==> src/rtl/mc_control_pkg.sv <==
// ---------------------------------------------------------------------------
// mc_control_pkg
// Shared definitions for the multicycle controller: FSM state encodings,
// RV32 opcode constants, the instruction-class enum produced by mc_decode,
// and the datapath select encodings (imm_sel, alu_src_b, alu_op, pc_src,
// wb_sel). No ports.
// ---------------------------------------------------------------------------
package mc_control_pkg;

    // Controller states. Encodings are visible on the debug 'state' port.
    typedef enum logic [2:0] {
        ST_FETCH  = 3'd0,
        ST_DECODE = 3'd1,
        ST_EXEC   = 3'd2,
        ST_MEM    = 3'd3,
        ST_WB     = 3'd4,
        ST_FAULT  = 3'd7
    } state_t;

    // Opcodes (ir[6:0]) understood by the controller.
    localparam logic [6:0] OP_LOAD   = 7'b0000011;
    localparam logic [6:0] OP_IALU   = 7'b0010011;
    localparam logic [6:0] OP_STORE  = 7'b0100011;
    localparam logic [6:0] OP_BRANCH = 7'b1100011;
    localparam logic [6:0] OP_JAL    = 7'b1101111;
    localparam logic [6:0] OP_RALU   = 7'b0110011;

    // Instruction class, derived from the opcode only.
    typedef enum logic [2:0] {
        CLS_ILLEGAL = 3'd0,
        CLS_LOAD    = 3'd1,
        CLS_STORE   = 3'd2,
        CLS_BRANCH  = 3'd3,
        CLS_RALU    = 3'd4,
        CLS_IALU    = 3'd5,
        CLS_JAL     = 3'd6
    } iclass_t;

    // Immediate generator format select.
    localparam logic [2:0] IMM_I    = 3'b000;
    localparam logic [2:0] IMM_S    = 3'b001;
    localparam logic [2:0] IMM_B    = 3'b010;
    localparam logic [2:0] IMM_J    = 3'b011;
    localparam logic [2:0] IMM_NONE = 3'b111;

    // ALU operand B source.
    localparam logic [1:0] SRCB_REG = 2'b00;
    localparam logic [1:0] SRCB_IMM = 2'b01;

    // ALU operation class.
    localparam logic [1:0] ALUOP_ADD   = 2'b00;
    localparam logic [1:0] ALUOP_SUB   = 2'b01;
    localparam logic [1:0] ALUOP_FUNCT = 2'b10;

    // Next-PC source.
    localparam logic [1:0] PCSRC_PLUS4  = 2'b00;
    localparam logic [1:0] PCSRC_BRANCH = 2'b01;
    localparam logic [1:0] PCSRC_JUMP   = 2'b10;

    // Register write-back source.
    localparam logic [1:0] WB_ALU = 2'b00;
    localparam logic [1:0] WB_MEM = 2'b01;
    localparam logic [1:0] WB_PC4 = 2'b10;

    // addi x0, x0, 0 -- instruction register contents out of reset.
    localparam logic [31:0] IR_NOP = 32'h0000_0013;

endpackage

==> src/rtl/mc_decode.sv <==
// ---------------------------------------------------------------------------
// mc_decode
// Combinational opcode-to-class decoder for the multicycle controller.
//   opcode  in  7  ir[6:0]
//   iclass  out    instruction class (CLS_ILLEGAL for unsupported opcodes)
//   imm_sel out 3  immediate format for that class (IMM_NONE if none)
// Build option: MC_CONTROL_JAL_EN -- when defined, JAL decodes as a J-type
// jump; otherwise its opcode is treated as illegal.
// ---------------------------------------------------------------------------
module mc_decode
    import mc_control_pkg::*;
(
    input  logic [6:0] opcode,
    output iclass_t    iclass,
    output logic [2:0] imm_sel
);

    always_comb begin
        iclass  = CLS_ILLEGAL;
        imm_sel = IMM_NONE;
        case (opcode)
            OP_LOAD: begin
                iclass  = CLS_LOAD;
                imm_sel = IMM_I;
            end
            OP_IALU: begin
                iclass  = CLS_IALU;
                imm_sel = IMM_I;
            end
            OP_STORE: begin
                iclass  = CLS_STORE;
                imm_sel = IMM_S;
            end
            OP_BRANCH: begin
                iclass  = CLS_BRANCH;
                imm_sel = IMM_B;
            end
            OP_RALU: begin
                iclass  = CLS_RALU;
                imm_sel = IMM_NONE;
            end
`ifdef MC_CONTROL_JAL_EN
            OP_JAL: begin
                iclass  = CLS_JAL;
                imm_sel = IMM_J;
            end
`endif
            default: begin
                iclass  = CLS_ILLEGAL;
                imm_sel = IMM_NONE;
            end
        endcase
    end

endmodule

==> src/rtl/mc_control.sv <==
// ---------------------------------------------------------------------------
// mc_control
// Multicycle RV32 subset controller: FETCH -> DECODE -> EXEC -> [MEM] -> [WB].
// Parameter MEM_TIMEOUT (1..255): consecutive un-acked memory-wait cycles
// in FETCH or MEM before the controller enters the sticky FAULT state.
// Build option: MC_CONTROL_JAL_EN enables JAL (EXEC writes PC, WB writes
// PC+4 to rd); without it JAL is an illegal opcode.
// Ports:
//   clk, rst_n                   clock, asynchronous active-low reset
//   mem_rdata[31:0], mem_ready   memory read data and acknowledge
//   alu_zero                     ALU zero flag (branch condition)
//   mem_req, mem_we, mem_addr_sel memory request/write/address source
//   ir[31:0]                     latched instruction
//   imm_sel[2:0]                 immediate format
//   alu_src_b, alu_op, pc_src, wb_sel [1:0] datapath selects
//   pc_write, reg_write, instr_done, fault   strobes / status
//   state[2:0]                   current FSM state (debug)
// ---------------------------------------------------------------------------
module mc_control
    import mc_control_pkg::*;
#(
    parameter int MEM_TIMEOUT = 15
)
(
    input  logic        clk,
    input  logic        rst_n,
    input  logic [31:0] mem_rdata,
    input  logic        mem_ready,
    input  logic        alu_zero,
    output logic        mem_req,
    output logic        mem_we,
    output logic        mem_addr_sel,
    output logic [31:0] ir,
    output logic [2:0]  imm_sel,
    output logic [1:0]  alu_src_b,
    output logic [1:0]  alu_op,
    output logic [1:0]  pc_src,
    output logic [1:0]  wb_sel,
    output logic        pc_write,
    output logic        reg_write,
    output logic        instr_done,
    output logic        fault,
    output logic [2:0]  state
);

    // Value the wait counter holds during the last allowed wait cycle.
    localparam logic [7:0] TIMEOUT_LAST = 8'(MEM_TIMEOUT - 1);

    state_t      state_reg, state_next;
    logic [31:0] ir_reg;
    logic [7:0]  wait_cnt_reg, wait_cnt_next;
    iclass_t     dec_class;
    logic [2:0]  dec_imm_sel;
    logic        mem_wait;
    logic        timeout;

    // ir is stable from DECODE until the next FETCH acknowledge, so the
    // decoder output is valid for every post-fetch state.
    mc_decode u_decode (
        .opcode  (ir_reg[6:0]),
        .iclass  (dec_class),
        .imm_sel (dec_imm_sel)
    );

    // A memory-wait cycle: a request is outstanding and not acknowledged.
    assign mem_wait = ((state_reg == ST_FETCH) || (state_reg == ST_MEM)) && !mem_ready;
    assign timeout  = mem_wait && (wait_cnt_reg == TIMEOUT_LAST);

    // ---------------- state register ----------------
    always_ff @(posedge clk or negedge rst_n) begin
        if (!rst_n) begin
            state_reg    <= ST_FETCH;
            ir_reg       <= IR_NOP;
            wait_cnt_reg <= '0;
        end else begin
            state_reg    <= state_next;
            wait_cnt_reg <= wait_cnt_next;
            if ((state_reg == ST_FETCH) && mem_ready) begin
                ir_reg <= mem_rdata;
            end
        end
    end

    // ---------------- next-state logic ----------------
    always_comb begin
        state_next = state_reg;
        case (state_reg)
            ST_FETCH: begin
                if (mem_ready) begin
                    state_next = ST_DECODE;
                end else if (timeout) begin
                    state_next = ST_FAULT;
                end
            end
            ST_DECODE: begin
                state_next = (dec_class == CLS_ILLEGAL) ? ST_FAULT : ST_EXEC;
            end
            ST_EXEC: begin
                case (dec_class)
                    CLS_LOAD, CLS_STORE:         state_next = ST_MEM;
                    CLS_BRANCH:                  state_next = ST_FETCH;
                    CLS_RALU, CLS_IALU, CLS_JAL: state_next = ST_WB;
                    default:                     state_next = ST_FAULT;
                endcase
            end
            ST_MEM: begin
                if (mem_ready) begin
                    state_next = (dec_class == CLS_STORE) ? ST_FETCH : ST_WB;
                end else if (timeout) begin
                    state_next = ST_FAULT;
                end
            end
            ST_WB:    state_next = ST_FETCH;
            ST_FAULT: state_next = ST_FAULT;
            // Unused encodings are treated as a fault rather than silently
            // resuming execution.
            default:  state_next = ST_FAULT;
        endcase
    end

    // Wait counter restarts whenever the state changes or the memory answers.
    always_comb begin
        if ((state_next != state_reg) || !mem_wait) begin
            wait_cnt_next = '0;
        end else begin
            wait_cnt_next = wait_cnt_reg + 8'd1;
        end
    end

    // ---------------- output logic ----------------
    // Outputs are additionally qualified with rst_n so that an asserted
    // reset forces every strobe low immediately, even though the held
    // reset state (FETCH) would otherwise request memory.
    always_comb begin
        mem_req      = 1'b0;
        mem_we       = 1'b0;
        mem_addr_sel = 1'b0;
        imm_sel      = IMM_NONE;
        alu_src_b    = SRCB_REG;
        alu_op       = ALUOP_ADD;
        pc_src       = PCSRC_PLUS4;
        wb_sel       = WB_ALU;
        pc_write     = 1'b0;
        reg_write    = 1'b0;
        instr_done   = 1'b0;
        fault        = 1'b0;
        if (rst_n) begin
            case (state_reg)
                ST_FETCH: begin
                    mem_req  = 1'b1;
                    pc_write = mem_ready;     // PC <= PC+4 on the fetch acknowledge
                end
                ST_DECODE: begin
                    imm_sel = dec_imm_sel;
                end
                ST_EXEC: begin
                    imm_sel = dec_imm_sel;
                    case (dec_class)
                        CLS_LOAD, CLS_STORE: begin
                            alu_src_b = SRCB_IMM;
                            alu_op    = ALUOP_ADD;
                        end
                        CLS_IALU: begin
                            alu_src_b = SRCB_IMM;
                            alu_op    = ALUOP_FUNCT;
                        end
                        CLS_RALU: begin
                            alu_src_b = SRCB_REG;
                            alu_op    = ALUOP_FUNCT;
                        end
                        CLS_BRANCH: begin
                            alu_src_b  = SRCB_REG;
                            alu_op     = ALUOP_SUB;
                            pc_src     = PCSRC_BRANCH;
                            pc_write   = alu_zero;
                            instr_done = 1'b1;
                        end
                        CLS_JAL: begin
                            pc_src   = PCSRC_JUMP;
                            pc_write = 1'b1;
                        end
                        default: ;
                    endcase
                end
                ST_MEM: begin
                    imm_sel      = dec_imm_sel;
                    mem_req      = 1'b1;
                    mem_addr_sel = 1'b1;
                    mem_we       = (dec_class == CLS_STORE);
                    instr_done   = mem_ready && (dec_class == CLS_STORE);
                end
                ST_WB: begin
                    imm_sel    = dec_imm_sel;
                    reg_write  = 1'b1;
                    instr_done = 1'b1;
                    if (dec_class == CLS_LOAD) begin
                        wb_sel = WB_MEM;
                    end else if (dec_class == CLS_JAL) begin
                        wb_sel = WB_PC4;
                    end else begin
                        wb_sel = WB_ALU;
                    end
                end
                ST_FAULT: begin
                    fault = 1'b1;
                end
                default: ;
            endcase
        end
    end

    assign ir    = ir_reg;
    assign state = state_reg;

endmodule

==> config.mk <==
export PLATFORM = sky130hd
export DESIGN_NAME = mc_control
export DESIGN_NICKNAME = d
export VERILOG_FILES = /design/src/rtl/mc_control_pkg.sv /design/src/rtl/mc_decode.sv /design/src/rtl/mc_control.sv
export SDC_FILE = /design/constraint.sdc
export NUM_CORES = 1
export LEC_CHECK = 0
export ABC_AREA = 1
export BUFFER_PORTS_ARGS = -buffer_cell sky130_fd_sc_hd__buf_2
export CORE_MARGIN = 5
export CORE_UTILIZATION = 37
export DETAILED_ROUTE_END_ITERATION = 8
export PLACE_DENSITY = 0.73
export SLEW_MARGIN = 25
export SYNTH_ARGS = -nofsm -noshare
export SYNTH_HDL_FRONTEND = slang
export SYNTH_SLANG_ARGS = --single-unit
==> constraint.sdc <==
create_clock -name clk -period 1.8 [get_ports clk]
set_input_delay 0.45 -clock clk [delete_from_list [all_inputs] [get_ports clk]]
set_output_delay 0.45 -clock clk [all_outputs]
set_load 0.05 [all_outputs]
# == After elaboration in Yosys (flattened, before gate mapping) ==
# Index checks and enable logic that the tools add are counted.
# totals
ff_bits,43
latch_bits,0
mem_bits_rw,0
rom_bits,0
input_bits,36
output_inout_bits,53
wordCells,80
mem_count,0
# classes
addsub,1
mul,0
n_div,0
n_lt_le_gt_ge,0
n_eq_ne,18
n_shift,0
n_mux,41
bitwise,0
n_reduce_logical,17
# ops
op,count
3-bit case mux with 5 select lines,2
3-bit 2-to-1 mux,7
3-bit case mux with 3 select lines,2
1-bit 2-to-1 mux,16
2-bit 2-to-1 mux,8
3-bit equality test (second input constant),5
7-bit by 6-bit equality test with 1-bit output (second input constant),2
3-bit by 2-bit equality test with 1-bit output (second input constant),4
8-bit by 1-bit adder with 8-bit output (second input constant),1
8-bit by 4-bit equality test with 1-bit output (second input constant),1
8-bit 2-to-1 mux,1
2-bit case mux with 2 select lines,2
2-bit OR reduction,4
7-bit by 2-bit equality test with 1-bit output (second input constant),1
7-bit by 5-bit equality test with 1-bit output (second input constant),1
7-bit equality test (second input constant),1
3-bit by 1-bit equality test with 1-bit output (second input constant),2
3-bit zero test,2
3-bit OR reduction,2
1-bit logical AND,4
1-bit case mux with 2 select lines,2
4-bit OR reduction,1
3-bit inequality test,1
1-bit case mux with 3 select lines,1
2 further kinds,4

# == Depth between registers and ports, before layout ==
# logic_depth
depth_word,10
ltp_mapped,9
mapped_depth_nobuf,9

# == Modules after synthesis ==
# Synthesis repeated with hierarchy kept, for this count alone.
# hier_totals
hier_cells,218
hier_area_um2,2259.7
# by_module_without_submodules
module,n_inst,cells_each,area_each_um2,seq_area_each_um2
mc_control,1,195,2158.3,1079.8
mc_decode,1,23,101.3,0.0

# == Worst setup path before layout ==
# Ideal clock, no wire load.
# synth_path
path_type,register to output
startpoint,"register state_reg[2], in the netlist state[2]"
endpoint,output port alu_src_b[0]
arrival_ns,2.235
required_ns,1.350
setup_slack_ns,-0.885
path_stages_with_launch,6
path_buffers,0
cell_sequence,dfrtp_1 -> inv_2 -> nand2_1 -> nor2_2 -> nand2_1 -> nor3_1
# synth_between
elab_chain_len,3
# synth_rtl
item,line,text
from (decl),mc_control.sv:49,"state_t state_reg, state_next;"
from (signal assigned),mc_control.sv:76,state_reg <= state_next;
3-bit by 2-bit equality test with 1-bit output,mc_control.sv:148,case (state_reg)
1-bit 2-to-1 mux,mc_control.sv:148,
1-bit 2-to-1 mux,mc_control.sv:147,if (rst_n) begin
to (decl),mc_control.sv:35,"output logic [1:0] alu_src_b,"
# No other way between the ends.

# == Final worst setup path ==
# layout_path
startpoint,"register ir_reg[1], in the netlist ir[1]"
endpoint,output port instr_done
# layout_between
elab_chain_len,6
elab_cells_between_ends,12
cone_classes,7 x eq/ne; 4 x mux; 1 x reduce/logical
# layout_rtl
item,line,text
from (decl),mc_control.sv:50,logic [31:0] ir_reg;
from (signal assigned),mc_control.sv:79,ir_reg <= mem_rdata;
"7-bit by 6-bit equality test with 1-bit output, or another cell as far along",mc_decode.sv:21,case (opcode)
3-bit case mux with 5 select lines (*),mc_decode.sv:21,
"3-bit by 2-bit equality test with 1-bit output, on equally long branches","mc_control.sv:158, mc_control.sv:190",
1-bit 2-to-1 mux / 1-bit logical AND (equally long branches),"mc_control.sv:158, mc_control.sv:190",
1-bit case mux with 3 select lines (*),mc_control.sv:148,
1-bit 2-to-1 mux (*),mc_control.sv:147,
to (decl),mc_control.sv:41,"output logic instr_done,"
# Every way passes the cells marked *; elsewhere a longest branch is shown, timed or not.

==> results.py <==
metrics = {
    "outcome": {
        "status": "complete, but fails checks",
        "failed_checks": "setup timing",
    },
    "cts": {
        "cts-root-buf": "clkbuf_8",
        "cts_made_buffers": 5,
        "cts.path.max_buffers": 2,
        "cts_tree": "yes",
        "path_clk_slew_ns": 0.08,
        "cts_hold_buf": 0,
        "cts_max_level": 2,
        "clock-sinks": 43,
        "insertion_delay_ns": 0.29,
    },
    "floorplan": {
        "ios": 89,
        "start_util_pct": 37.9,
        "die-area_um2": 7680,
        "placementRows": 28,
        "placeableCoreArea_um2": 5890,
        "die_x_um": 87.7,
        "die_y_um": 87.7,
    },
    "min_path": {
        "hp-class": "in -> async",
    },
    "timing": {
        "drv_slew": 0,
        "rsz0062_at_grt": "true",
        "clock_skew_ns": 0.00800,
        "fin_crit_ns": 2.19,
        "setup_viol": 13,
        "worst_slack_ns": -0.391,
        "hold_violations": 0,
        "fmax_mhz": 456,
        "min_period_over_period_pct": 122,
        "finalSetupTns_ns": -3.27,
    },
    "power": {
        "internal_power_mw": 1.32,
        "vdd_ir_drop_max_mv": 0.476,
        "pwr-share-clk_pct": 37.0,
        "power_frac_comb_pct": 6.2,
        "switching_share_pct": 22.3,
        "power_switching_uw": 378,
        "power.total_mw": 1.70,
        "p_per_area_nw_per_um2": 481,
        "power.leakage_nw": 1.87,
        "power.share.sequential_pct": 56.8,
    },
    "cells_and_area": {
        "postLayoutCellArea_um2": 3530,
        "num-nets-final": 376,
        "largest_reg_flops": 32,
        "syn2layout_area_growth_pct": 58.4,
        "fin_util_pct": 60.1,
        "drive_gt1_share_pct": 68.1,
        "antenna_cells": 0,
    },
    "routing": {
        "drt-pass1-iter-count": 4,
        "wl_per_cell_um": 13.8,
        "drc": 0,
        "drt_iter0_drc": 57,
        "num_vias": 1964,
        "post_drt_via_cell_ratio": 4.74,
        "wirelength_um": 5730,
        "ant_nets": 0,
    },
    "global_route": {
        "grt_pass1_vias": 2029,
        "grt_pass1_wl_um": 9420,
        "antenna_found_initial": 0,
        "grt_start_max_net_pins": 37,
        "track_usage_pct": 15.5,
        "overflow": 0,
    },
    "synthesis": {
        "yosysWarnings": 0,
        "syn_area_um2": 2230,
        "synth_flop_cell": "dfrtp_1",
        "yosys.area.top_type": "dfrtp_1",
        "syn-instance-count": 204,
        "ys_seq_elements": 43,
        "yosysTopAreaCellShare_pct": 44.9,
        "ys_types": 36,
        "ys_async_sr_fraction_pct": 100,
        "synth_edf_count": 0,
        "yosys-top-cells-area": "dfrtp_1 (45%), mux2_4 (13%), nand2_1 (3.9%), nor3_2 (3.6%), dfstp_2 (3.5%)",
        "yosysSeqAreaShare_pct": 48.4,
        "synth_area_per_cell_um2": 10.9,
    },
    "place": {
        "post-place-ws_ns": -0.195,
        "place_hpwl_um": 4090,
        "io_buffers": 85,
        "routabilityCongestion": 0.880,
        "place_area_um2": 3080,
    },
    "setup_path": {
        "crit_path_start_kind": "flop",
        "cp_max_fo": 5,
        "endpoint_kind": "output pin",
        "worstPathRequired_ns": 1.35,
        "r2r_end": "wait_cnt_reg[3]",
        "r2r_start": "state[2]",
        "reg2reg_depth": 10,
        "ff2ff_setup_slack_ns": 0.01,
        "critical_path_class": "reg -> out",
        "cp.arrival_ns": 1.74,
    },
    "job": {
        "maxCapViolCount": 0,
    },
}
-- cell usage in the layout (no fill, tap or decap), types with 7 or more instances in the layout --
cell type  netlist  routed
dfrtp_1         40      37
nor3_2           8       9
nor2_4           1      10
mux2_4          20      20
nand2_1         23      14
mux2_2           7       7
nand2_2          4      10
buf_2            0      70
buf_6            3      21
nand3_1         12       8
inv_1           16      12
buf_4            3      36
nor2_1          19      12
-- worst max path at each step --
stage                     startpoint  slack, ns  cells past startpoint    endpoint
after CTS                      ir[1]      -0.39                      6  instr_done
after global routing           ir[1]      -0.47                      6  instr_done
final                          ir[1]      -0.39                      6  instr_done
after detailed placement       ir[0]      -0.20                      6  instr_done
after floorplan                ir[4]      -0.36                      6  imm_sel[0]
after global placement         ir[0]      -0.18                      6  instr_done
-- worst max-delay path, cell delays in order (launching register included) --
cell and delay, ns:
dfstp_2 0.54, nand2_2 0.06, nor2_4 0.13, nand4_1 0.15, or2_4 0.27, a31oi_4 0.13, buf_6 0.17
-- cell usage after synthesis, drive strengths merged, types with 2 or more instances --
cell type  number
mux2           28
nor2           24
nor3           13
ha              2
buf             6
xnor2           3
nand3          14
a21oi           7
inv            19
dfstp           3
nand4           6
nand2          28
xor2            2
dfrtp          40
-- layer usage --
| metal | vias up | part of all wire [%] | global-route usage (%) |
|---|---|---|---|
| li1 | 942 | - | - |
| met1 | 940 | 39 | 18.0 |
| met2 | 74 | 53 | 28.6 |
| met3 | 8 | 6.8 | 3.29 |
| met4 | 0 | 1.5 | 4.46 |
| met5 | - | 0 | 0 |
-- metrics by stage --
| step | hold slack, ns | std cells |
|---|---|---|
| 3_5_place_dp | 0.470 | 391 |
| 3_3_place_gp | 0.471 | 391 |
| 2_1_floorplan | 0.154 | 206 |
| 6_report | 0.326 | 414 |
| 5_1_grt | 0.331 | 414 |
| 4_1_cts | 0.308 | 414 |
-- what timing repair did --
item                       CTS  global route
setup endpoints to repair   14            24
hold endpoints to repair     0             0
pin swaps                   12            11
buffers inserted            15             6
resized for setup           52            21
-- power by group through the flow --
stage | clock (mW) | sequential [mW] | combinational, mW
6_report | 0.629 | 0.965 | 0.106
5_1_grt | 0.695 | 0.965 | 0.118
4_1_cts | 0.651 | 0.965 | 0.107
3_5_place_dp | 0 | 0.984 | 0.103
3_3_place_gp | 0 | 0.984 | 0.100
2_1_floorplan | 0 | 0.985 | 0.0325
-- area by class of cell --
cell class              instances  area [um2]
clock buffers                   7        86.3
clock inverters                 1        8.76
fillers                       467        2350
inverters                      20        80.1
multi-input cells             137        1250
flip-flops and latches         43        1090
well taps                      75        93.8
repair buffers                131         932
-- cells by family after synthesis --
| logic type | share of synthesized area (%) |
|---|---|
| mux | 17.5 |
| compound gates | 2.97 |
| flops | 48.4 |
| buf+inv | 6.00 |
| other cells | 0.168 |
| fa+ha+maj | 1.12 |
| simple gates | 21.9 |
| xor+xnor | 1.96 |
No activity file was read; power rests on OpenSTA's default activity.
